<file path="src/rtl/sd_pack_pkg.sv">
// Shared types and constants for the SD BMP pixel packer.
package sd_pack_pkg;

  typedef enum logic [1:0] {
    IDLE = 2'd0,
    HDR  = 2'd1,
    PIX  = 2'd2,
    DONE = 2'd3
  } sd_state_e;

  // Word position inside a 3-word / 2-pixel group
  typedef logic [1:0] phase_t;

  localparam int BMP_HDR_WORDS   = 27;
  localparam int FRAME_PIX_1080P = 2073600;
  localparam int PIX_CNT_W       = 22;

endpackage

</file>
<file path="src/rtl/sd_bmp_pixel_pack_if.sv">
// Word-in / pixel-out bus of the BMP pixel packer.
interface sd_bmp_pixel_pack_if;
  logic                               frame_start;
  logic                               in_valid;
  logic [15:0]                        in_data;
  logic                               out_valid;
  logic [23:0]                        out_data;
  logic                               frame_done;
  logic [sd_pack_pkg::PIX_CNT_W-1:0]  pix_cnt;
  logic                               busy;

  modport slave (
    input  frame_start, in_valid, in_data,
    output out_valid, out_data, frame_done, pix_cnt, busy
  );

  modport master (
    output frame_start, in_valid, in_data,
    input  out_valid, out_data, frame_done, pix_cnt, busy
  );
endinterface

</file>
<file path="src/rtl/sd_bmp_lane_merge.sv">
// Builds one {R,G,B} pixel from the current word and the latched previous word.
module sd_bmp_lane_merge
  import sd_pack_pkg::*;
(
  input  logic [15:0] cur,
  input  logic [15:0] prev,
  input  phase_t      ph,
  output logic [23:0] pix
);

  // [15:8] of each word is the earlier byte on the card; BMP stores B,G,R
  always_comb begin
    pix = 24'h0;
    case (ph)
      2'd1:    pix = {cur[15:8], prev[7:0], prev[15:8]};
      2'd2:    pix = {cur[7:0], cur[15:8], prev[7:0]};
      default: pix = 24'h0;
    endcase
  end

endmodule

</file>
<file path="src/rtl/sd_bmp_pixel_pack.sv">
// Strips the BMP header from the SD word stream and packs 3 words into 2 RGB888 pixels.
// Define SD_PACK_BYTE_SWAP_EN when the upstream word has the earlier byte in [7:0].
module sd_bmp_pixel_pack
  import sd_pack_pkg::*;
#(
  parameter int HDR_WORDS     = BMP_HDR_WORDS,
  parameter int PIX_PER_FRAME = FRAME_PIX_1080P
) (
  input  logic                sys_clk,
  input  logic                sys_rst,
  sd_bmp_pixel_pack_if.slave  bus
);

  localparam logic [31:0]          HDR_LAST = 32'(HDR_WORDS);
  localparam logic [PIX_CNT_W-1:0] PIX_LAST = PIX_CNT_W'(PIX_PER_FRAME);

  sd_state_e   state;
  phase_t      ph;
  logic [31:0] hdr_cnt;
  logic [15:0] word;
  logic [15:0] prev;
  logic [23:0] pix;

`ifdef SD_PACK_BYTE_SWAP_EN
  assign word = {bus.in_data[7:0], bus.in_data[15:8]};
`else
  assign word = bus.in_data;
`endif

  sd_bmp_lane_merge u_merge (
    .cur  (word),
    .prev (prev),
    .ph   (ph),
    .pix  (pix)
  );

  always_ff @(posedge sys_clk) begin
    if (sys_rst) begin
      state          <= IDLE;
      ph             <= 2'd0;
      hdr_cnt        <= 32'd0;
      prev           <= 16'h0;
      bus.out_valid  <= 1'b0;
      bus.out_data   <= 24'h0;
      bus.frame_done <= 1'b0;
      bus.pix_cnt    <= '0;
      bus.busy       <= 1'b0;
    end else begin
      bus.out_valid  <= 1'b0;
      bus.frame_done <= 1'b0;
      // A new picture wins over any word arriving in the same cycle
      if (bus.frame_start) begin
        hdr_cnt     <= 32'd0;
        bus.pix_cnt <= '0;
        ph          <= 2'd0;
        bus.busy    <= 1'b1;
        state       <= (HDR_WORDS == 0) ? PIX : HDR;
      end else if (bus.in_valid) begin
        case (state)
          HDR: begin
            hdr_cnt <= hdr_cnt + 32'd1;
            if (hdr_cnt + 32'd1 == HDR_LAST) state <= PIX;
          end
          PIX: begin
            prev <= word;
            ph   <= (ph == 2'd2) ? 2'd0 : ph + 2'd1;
            if (ph != 2'd0) begin
              bus.out_valid <= 1'b1;
              bus.out_data  <= pix;
              bus.pix_cnt   <= bus.pix_cnt + 1'b1;
              if (bus.pix_cnt + 1'b1 == PIX_LAST) begin
                state          <= DONE;
                bus.frame_done <= 1'b1;
                bus.busy       <= 1'b0;
              end
            end
          end
          default: ;
        endcase
      end
    end
  end

endmodule

</file>
<file path="src/flat_wrapper.sv">
// flat-port wrapper written by rule: the top's interface ports become plain ports
module sd_bmp_pixel_pack_flat import sd_pack_pkg::*;
#(
  parameter int HDR_WORDS     = BMP_HDR_WORDS,
  parameter int PIX_PER_FRAME = FRAME_PIX_1080P
)
  (sys_clk, sys_rst, bus_frame_start, bus_in_valid, bus_in_data, bus_out_valid, bus_out_data, bus_frame_done, bus_pix_cnt, bus_busy);
  sd_bmp_pixel_pack_if bus_i ();
  input  logic sys_clk;
  input  logic sys_rst;
  input wire logic [$bits(bus_i.frame_start)-1:0] bus_frame_start;
  input wire logic [$bits(bus_i.in_valid)-1:0] bus_in_valid;
  input wire logic [$bits(bus_i.in_data)-1:0] bus_in_data;
  output wire logic [$bits(bus_i.out_valid)-1:0] bus_out_valid;
  output wire logic [$bits(bus_i.out_data)-1:0] bus_out_data;
  output wire logic [$bits(bus_i.frame_done)-1:0] bus_frame_done;
  output wire logic [$bits(bus_i.pix_cnt)-1:0] bus_pix_cnt;
  output wire logic [$bits(bus_i.busy)-1:0] bus_busy;
  assign bus_i.frame_start = bus_frame_start;
  assign bus_i.in_valid = bus_in_valid;
  assign bus_i.in_data = bus_in_data;
  assign bus_out_valid = bus_i.out_valid;
  assign bus_out_data = bus_i.out_data;
  assign bus_frame_done = bus_i.frame_done;
  assign bus_pix_cnt = bus_i.pix_cnt;
  assign bus_busy = bus_i.busy;
  sd_bmp_pixel_pack #(.HDR_WORDS(HDR_WORDS), .PIX_PER_FRAME(PIX_PER_FRAME)) u_core (.sys_clk(sys_clk), .sys_rst(sys_rst), .bus(bus_i));
endmodule
</file>
<file path="config.mk">
export PLATFORM = sky130hd
export DESIGN_NAME = sd_bmp_pixel_pack_flat
export DESIGN_NICKNAME = d
export VERILOG_FILES = /design/src/rtl/sd_pack_pkg.sv /design/src/rtl/sd_bmp_pixel_pack_if.sv /design/src/rtl/sd_bmp_lane_merge.sv /design/src/rtl/sd_bmp_pixel_pack.sv /design/src/flat_wrapper.sv
export SDC_FILE = /design/constraint.sdc
export NUM_CORES = 1
export LEC_CHECK = 0
export CELL_PAD_IN_SITES_DETAIL_PLACEMENT = 1
export CELL_PAD_IN_SITES_GLOBAL_PLACEMENT = 1
export CORE_MARGIN = 10
export CORE_UTILIZATION = 42
export CTS_BUF_LIST = sky130_fd_sc_hd__clkbuf_2
export CTS_CLUSTER_SIZE = 20
export DETAILED_ROUTE_END_ITERATION = 10
export PLACE_DENSITY_LB_ADDON = 0.1
export SYNTH_ARGS = -nofsm -noshare
export SYNTH_HDL_FRONTEND = slang
export SYNTH_SLANG_ARGS = --single-unit
</file>
<file path="constraint.sdc">
create_clock -name sys_clk -period 3.05 [get_ports sys_clk]
set_input_delay 0.61 -clock sys_clk [delete_from_list [all_inputs] [get_ports sys_clk]]
set_output_delay 0.61 -clock sys_clk [all_outputs]
set_load 0.02 [all_outputs]
</file>
==> reports/results.txt <==
Cell Chain, Critical Path = ha_1, inv_1, nor4_1, nor4b_1, a21oi_1, a2111o_1, or3_1, a31oi_1
CTS H-tree depth = 3
CP Data Arrival Time = 3.37 ns
Fraction of layout cells with a size suffix above 1 = 5.93%
Yosys reg bits = 101
Area Overhead vs Synth = 18.7%
Fin nets = 697
R2r startpoint = u_core.bus.pix_cnt[0]
Final TNS setup = 0 ns
Measured slew at the worst slew-check pin = 1.22 ns
Overall power = 2.12 mW
Synth Net Count = 646
I/O Buffers = 68
TritonRoute pass-1 iters = 4
Placed cell count = 802
First-pass GRT wire length = 24600 µm
WP data required = 3.63 ns
Routability cong. = 0.861
CP Class = reg -> reg
Post-CTS Setup Inserts = 0
Detailed Route Iter0 Violations = 302
Design Area, Final = 5870 µm²
# DRC = 0
Effective utilization at floorplan = 43.2%
Antenna viol nets, final = 0
Number of global-route vias before repair = 4850
Ant diodes = 0
Largest net degree at the start of global routing = 57
Hold Fails Final Rpt = 0
Die Ht = 129 µm
CTS buffer count = 9
Final Cycle Share = 91.4%
Row count = 39
Post-Syn Area per Cell = 8.00 µm²
Clk sink count = 101
Fin. max-slew vios = 0
Total gr overflow = 0
Max Root-Sink Buffers = 2
Hold Crit Start = u_core.prev[15]
Post-CTS Hold Fix Bufs = 0
Finished Core Util = 51.2%
Placed wire-length estimate = 10300 µm
Worst rel slew slack = 18.7%
Die width = 129 µm
Cells after Synth = 619
Vias per cell = 5.69
CP max stage cell = dfxtp_1
Fin cells = 817
Full die area = 16500 µm²
Clock transition at the registers of the reported paths = 0.28 ns
Critical Path Start = u_core.bus.pix_cnt[0]
GRT Total Usage = 17.8%
Largest stage delay, worst path = 0.49 ns
CTS tree = yes
RSZ-0062 raised after global routing = false
Top_reg_cell synth = dfxtp_1
Worst clock skew = 0.0410 ns
DP Area = 5750 µm²
Vias = 4647
I/O pins = 69
DR WL/cell = 17.7 µm
Sequential area share after synthesis = 40.8%
Clk_lat worst skew = 0.62 ns
Status = finished clean
Worst Hold Class = reg -> reg
Max Freq = 359 MHz
Max FO, Critical Path = 8
MaxCap Viol Count = 0
Final setup viols = 0
Critical Path Start Type = flip-flop
Async SR Flop Fraction = 0%
Pwr/cell area = 360 nW/µm²
Distinct cell type count after synthesis = 53
Antenna violations before repair = 0
Max IR drop VDD = 324 µV
Placeable Area = 11500 µm²
Post_cts resized = 0
DRT Wirelength = 14500 µm
Filler instances = 1429
Number of flops mapped to enable cells by yosys = 0
Syn. warnings = 0
Leak pwr = 1.85 nW
Worst path top cell family by delay = simple AND/OR/NAND/NOR gates
Synthesized area = 4950 µm²
Clock Tree Root = clkbuf_2
Worst Setup End Kind = flip-flop
WP buf/inv = 1
Minimum clock period = 2.79 ns
[where the power goes]
part / internal [mW] / switching [mW]
Combinational: 0.0311 / 0.0423
Clock: 0.265 / 0.449
Sequential: 1.33 / 0.00262
[layout by cell type, fill, tap and decap left out, types with 19 or more instances in the layout]
cell / n
xor2_1: 35
nand3_1: 27
a22oi_1: 25
o21ai_0: 35
nand2_1: 89
nor2_1: 70
nor3_1: 20
dfxtp_1: 101
xnor2_1: 19
a21oi_1: 28
nand4_1: 25
clkdlybuf4s50_1: 68
[per-stage QoR]
stage          worst slack, ns  hold slack, ns
3_5_place_dp             0.102           0.446
3_3_place_gp             0.204           0.434
6_report                 0.264           0.472
5_1_grt                 0.0127           0.487
4_1_cts                  0.248           0.473
2_1_floorplan            0.497           0.436
[worst paths after layout]
kind | cells after the start | slack (ns) | end
setup / recovery | 8 | 0.26 | u_core.state[0]
hold / removal | 2 | 0.47 | u_core.prev[15]
setup reg to reg | 8 | 0.26 | u_core.state[0]
hold reg to reg | 2 | 0.47 | u_core.prev[15]
[synth_stat cells, types with 7 or more instances]
cell	instances	area share, %
o21ai_0	35	3.5
or3_1	13	1.6
xnor2_1	19	3.4
nor4_1	14	1.8
ha_1	7	1.8
dfxtp_1	101	41
inv_1	10	0.76
a22oi_1	25	3.8
nand2_1	89	6.7
nor3_1	20	2.0
nand4_1	25	3.2
a21oi_1	29	2.9
clkbuf_1	34	2.6
nand3_1	27	2.7
nor2_1	70	5.3
xor2_1	35	6.2
[layout make-up]
| type | count | area (µm²) | area share, % |
|---|---|---|---|
| Clock buffer | 10 | 50.0 | 0.852 |
| Clock inverter | 5 | 76.3 | 1.30 |
| Sequential cell | 101 | 2020 | 34.4 |
| Timing Repair Buffer | 82 | 786 | 13.4 |
| Inverter | 10 | 37.5 | 0.639 |
| Tap cell | 143 | 179 | 3.05 |
| Multi-Input combinational cell | 466 | 2720 | 46.4 |
[cells by family after synthesis]
kind of cell | share of synthesized area (%)
muxes | 1.21
and+or+nand+nor | 28.7
AOI/OAI and AO/OA | 13.7
adders and majority gates | 1.77
xor gates and xnor gates | 9.55
DFF | 40.8
buffers and inverters | 4.22
[state kept, by name, summed over array words and instances, names as in the netlist]
name,count
u_core.ph,2
u_core.state,2
u_core.bus.pix_cnt,22
u_core.bus.frame_done,1
u_core.prev,16
u_core.bus.out_valid,1
u_core.hdr_cnt,32
u_core.bus.busy,1
u_core.bus.out_data,24
[metal layers]
metal	vias up	part of all wire, %	track usage (%)
met5	-	0	0
met2	87	48	29.2
met3	15	5.4	5.75
met4	0	1.0	4.45
li1	2273	-	-
met1	2272	45	22.2
[tightest hold or removal path: cells and delay by family, from the launching register on]
family | cells | cell delay [ns]
flip-flops | 1 | 0.37
AND/OR/NAND/NOR | 1 | 0.05
AO/OA/AOI/OAI | 1 | 0.05
Power figures use the tool's default switching activity.
==> variant 1: new RTL, config.mk and constraints unchanged <==
Make the reset (`sys_rst`) asynchronous in one clocked block.
--- a/src/rtl/sd_bmp_pixel_pack.sv
+++ b/src/rtl/sd_bmp_pixel_pack.sv
@@ -35,5 +35,5 @@
   );
 
-  always_ff @(posedge sys_clk) begin
+  always_ff @(posedge sys_clk or posedge sys_rst) begin
     if (sys_rst) begin
       state          <= IDLE;
Check against the original RTL: differs if sys_rst is asserted again (counterexample within 4 cycles, from zero or initial values and one cycle with sys_rst high); with sys_rst held inactive, the same outputs for 10 cycles.
==> variant 1 against the unedited design <==
Utilization down 1.4 points; routed wire length up 4.5%; area after synthesis up 14%; final area up 12%; sequential cell count unchanged; worst setup slack better by 12 ps; clock skew up 2.7 ps; non-clock buffer count down 5; total power up 0.95%; critical path depth unchanged; first-iteration DRC count down 26%; synthesized cell count down 2.3%; critical path type unchanged; critical endpoint is now u_core.state[0]; highest routed layer unchanged.
==> variant 1: results (changes against the unedited design) <==
----------------------------------------------------
[Outcome]
  Run status ... complete, no violations (unchanged)

[Worst setup path]
  Crit Reg-Reg Endpoint ... u_core.state[0] (unchanged)

[Yosys]
  Gate count after technology mapping ... 605 (was 619)
  Mux contribution to synthesized area ... 0.0354 (was 0.0121)
  Synth area leaders ... dfrtp_1 45%, nand2_1 5.6%, xor2_1 5.4% (was dfxtp_1 41%, nand2_1 6.7%, xor2_1 6.2%)
  XOR/XNOR Fraction of Synth Area ... 0.0960 (was 0.0955)
  Post-synthesis compound-gate area fraction ... 0.0914 (was 0.137)

[Global routing]
  Global-route met3 utilization ... 0.0339 (was 0.0575)
  Global routing usage on met2 ... 0.273 (was 0.292)
  First-pass GRT wire length ... 25300 um (was 24600 um)
  Overall Global Routing Usage ... 0.167 (was 0.178)
  Pin count of the biggest net entering global routing ... 102 (was 57)
  Global routing usage on met1 ... 0.216 (was 0.222)

[Detailed routing]
  Total met2 wirelength after detailed routing ... 7160 um (was 7020 um)
  DR WL met3 ... 585 um (was 783 um)
  Vias after detailed routing ... 4708 (was 4647)
  DR iter-0 viols ... 222 (was 302)

[STA]
  Final Cycle Share ... 0.910 (was 0.914)
  Slew headroom ... 0.387 (was 0.187)
  Max Clock Skew ... 43.7 ps (was 41.0 ps)
  Hold Worst Slack ... 381 ps (was 472 ps)

[Pwr]
  Worst supply voltage drop on vdd ... 198 uV (was 324 uV)

[Layout]
  Proportion of layout cells with a drive suffix above 1 ... 0.0970 (was 0.0593)

[Placed design]
  Hpwl dp ... 10800 um (was 10300 um)
  Placement Setup Slack ... 161 ps (was 102 ps)

[CTS]
  Insertion delay of the later-clocked pin in the worst-skew pair ... 640 ps (was 620 ps)

[Min path]
  Hold path start ... bus_frame_start (was u_core.prev[15])

----------------------------------------------------
[variant 1: cell types whose count changed after synthesis, moves of 6 or more]
cell	before	now
clkbuf_1	34	26
nor3_1	20	13
nand3_1	27	42
xnor2_1	19	27
a22o_1	1	24
dfrtp_1	0	101
a21oi_1	29	10
o21ai_0	35	12
and3_1	5	11
dfxtp_1	101	0
mux2_2	0	16
clkbuf_2	0	6
a22oi_1	25	0
[variant 1: area by class of cell]
class	count	area (um2)	area share
multi-input cells	457	2950	0.446
well taps	176	220	0.0333
inverters	9	37.5	0.00568
clock buffers	9	45.0	0.00682
repair buffers	77	756	0.114
flip-flops and latches	101	2530	0.383
clock inverters	7	71.3	0.0108
[variant 1: what timing repair did]
action | 4_1_cts | 5_1_grt
setup endpoints to repair | 0 | 3
gates resized for setup | 0 | 1
hold endpoints to repair | 0 | 0
[variant 1: power breakdown]
part	internal (mW)	switching, mW	total, mW
clock network	0.190	0.490	0.680
registers	1.35	0.0100	1.36
logic	0.0360	0.0604	0.0964
==> variant 2: new RTL, same flow settings <==
Made on the original files. The package constant `PIX_CNT_W` goes from 22 to 18.
--- a/src/rtl/sd_pack_pkg.sv
+++ b/src/rtl/sd_pack_pkg.sv
@@ -14,5 +14,5 @@
   localparam int BMP_HDR_WORDS   = 27;
   localparam int FRAME_PIX_1080P = 2073600;
-  localparam int PIX_CNT_W       = 22;
+  localparam int PIX_CNT_W       = 18;
 
 endpackage
Interface: changed (resized bus_pix_cnt); port bits go from 69 to 65. The function was not compared with the original's and may differ.
==> variant 2 against the unedited design <==
Total power decreased by 2.9%; sequential cell count shrank 4; first-iteration DRC count is 14% higher; routed wire length shrank 4.6%; worst setup slack better by 150 ps; area after synthesis decreased by 3.0%; final area down 3.7%; die area shrank 2.6%; non-clock buffer count shrank 8; sequential power down 4%; sequential share of layout area down 0.091 points; critical path depth shrank 1.
==> variant 2: results (changes against the unedited design) <==
----------------------------------------------------
[Global routing]
  First-pass GRT wire length ... 23400 um (was 24600 um)
  Via count of the first global-routing pass ... 4604 (was 4850)
  Overall Global Routing Usage ... 0.175 (was 0.178)
  Antenna violations before repair ... 0 (unchanged)
  Pin count of the biggest net entering global routing ... 55 (was 57)

[Yosys]
  Most used flip-flop cell after synthesis ... dfxtp_1 (unchanged)
  Synth warnings ... 0 (unchanged)
  Synth unique cells ... 56 (was 53)
  Top cell types by occurrence after synthesis ... 97 x dfxtp_1, 92 x nand2_1, 65 x nor2_1 (was 101 x dfxtp_1, 89 x nand2_1, 70 x nor2_1)
  Share of async-settable or async-resettable flops after synthesis ... 0 (unchanged)
  Sequential share of the synthesized area ... 0.404 (was 0.408)
  Mapped Nets ... 627 (was 646)
  Synth area leaders ... dfxtp_1 40%, nand2_1 7.2%, xor2_1 6.4% (was dfxtp_1 41%, nand2_1 6.7%, xor2_1 6.2%)

[Outcome]
  Run status ... complete, no violations (unchanged)

[Detailed routing]
  Final wirelength ... 13800 um (was 14500 um)
  Vias after detailed routing ... 4432 (was 4647)
  Detailed-router iteration count before antenna repair ... 4 (unchanged)
  DR iter-0 viols ... 344 (was 302)

[Worst setup path]
  Slowest cell on the critical path ... or4_1 (was dfxtp_1)
  Family with the most delay on the worst path ... simple AND/OR/NAND/NOR gates (unchanged)
  Endpoint arrival time on the critical path ... 3230 ps (was 3370 ps)
  Slowest stage delay, CP ... 540 ps (was 490 ps)
  Critical path peak fanout ... 10 (was 8)
  R2r setup slk ... 410 ps (was 260 ps)

[Layout]
  Number of nets in the final layout ... 672 (was 697)
  Antenna cells ... 0 (unchanged)
  Largest registers ... u_core.hdr_cnt (32), u_core.bus.out_data (24), u_core.bus.pix_cnt (18) (was u_core.hdr_cnt (32), u_core.bus.out_data (24), u_core.bus.pix_cnt (22))
  Proportion of layout cells with a drive suffix above 1 ... 0.0554 (was 0.0593)

[CTS]
  Clock buffer count from CTS ... 9 (unchanged)
  Insertion delay of the later-clocked pin in the worst-skew pair ... 660 ps (was 620 ps)
  Setup repair bufs after CTS ... 0 (unchanged)
  CTS clock-pin slew for the worst setup and hold paths ... 300 ps (was 280 ps)
  Clock buffer depth ... 2 (unchanged)
  Root buf cell ... clkbuf_2 (unchanged)
  Cells resized by post-CTS repair ... 0 (unchanged)
  H-Tree Depth ... 3 (unchanged)

[Pwr]
  Worst supply voltage drop on vdd ... 284 uV (was 324 uV)
  LEAKAGE ... 1.79 nW (was 1.85 nW)

[Placed design]
  Hpwl dp ... 9980 um (was 10300 um)
  IO buf count ... 64 (was 68)
  Global placer's final weighted congestion ... 0.823 (was 0.861)
  Placement-stage cell area ... 5530 um2 (was 5750 um2)

[STA]
  Max Clock Skew ... 54.4 ps (was 41.0 ps)
  Slew headroom ... 0.351 (was 0.187)
  Total negative slack for setup checks ... 0 ps (unchanged)

[Min path]
  Hold/Removal Path Class ... register to register (unchanged)

----------------------------------------------------
[variant 2: path summary, 6_finish.rpt]
kind / startpoint / endpoint / cells after the start
max: u_core.hdr_cnt[1] / u_core.state[1] / 7
max reg2reg: u_core.hdr_cnt[1] / u_core.state[1] / 7
min reg2reg: u_core.prev[11] / u_core.prev[11] / 2
min: u_core.prev[11] / u_core.prev[11] / 2
[variant 2: final cells by class]
cell class                      instances  area (um2)
Inverter                               11        41.3
Sequential cell                        97        1940
Clock buffer                            9        45.0
Fill cell                            1364        5370
Clock inverter                          7        85.1
Timing Repair Buffer                   74         716
Multi-Input combinational cell        452        2650
Tap cell                              140         175
[variant 2: where the power goes]
part | internal (mW) | switching (mW)
sequential | 1.28 | 0.00272
clock | 0.210 | 0.494
combinational | 0.0309 | 0.0428
[variant 2: kinds of logic after synthesis]
kind of cell,after synthesis,share of synthesized area
AO/OA/AOI/OAI,119,0.157
XOR/XNOR,52,0.0949
adder cells (fa/ha/maj),7,0.0182
buffers and inverters,51,0.0438
flip-flops,97,0.404
multiplexers,4,0.00834
AND/OR/NAND/NOR,270,0.273
[variant 2: metrics by stage]
stage / setup WS [ps] / hold slack, ps / util / instances
after floorplan: 740 / 437 / - / 600
after global placement: 418 / 437 / 0.501 / 774
after detailed placement: 268 / 449 / 0.501 / 774
after CTS: 424 / 447 / 0.513 / 790
after global routing: 220 / 442 / 0.513 / 790
final: 410 / 480 / 0.513 / 790
[variant 2: layer usage]
metal | global-route usage | share of wire | up-vias
li1 | - | - | 2201
met1 | 0.212 | 0.46 | 2158
met2 | 0.292 | 0.49 | 58
met3 | 0.0500 | 0.039 | 15
met4 | 0.0509 | 0.014 | 0
met5 | 0 | 0 | -
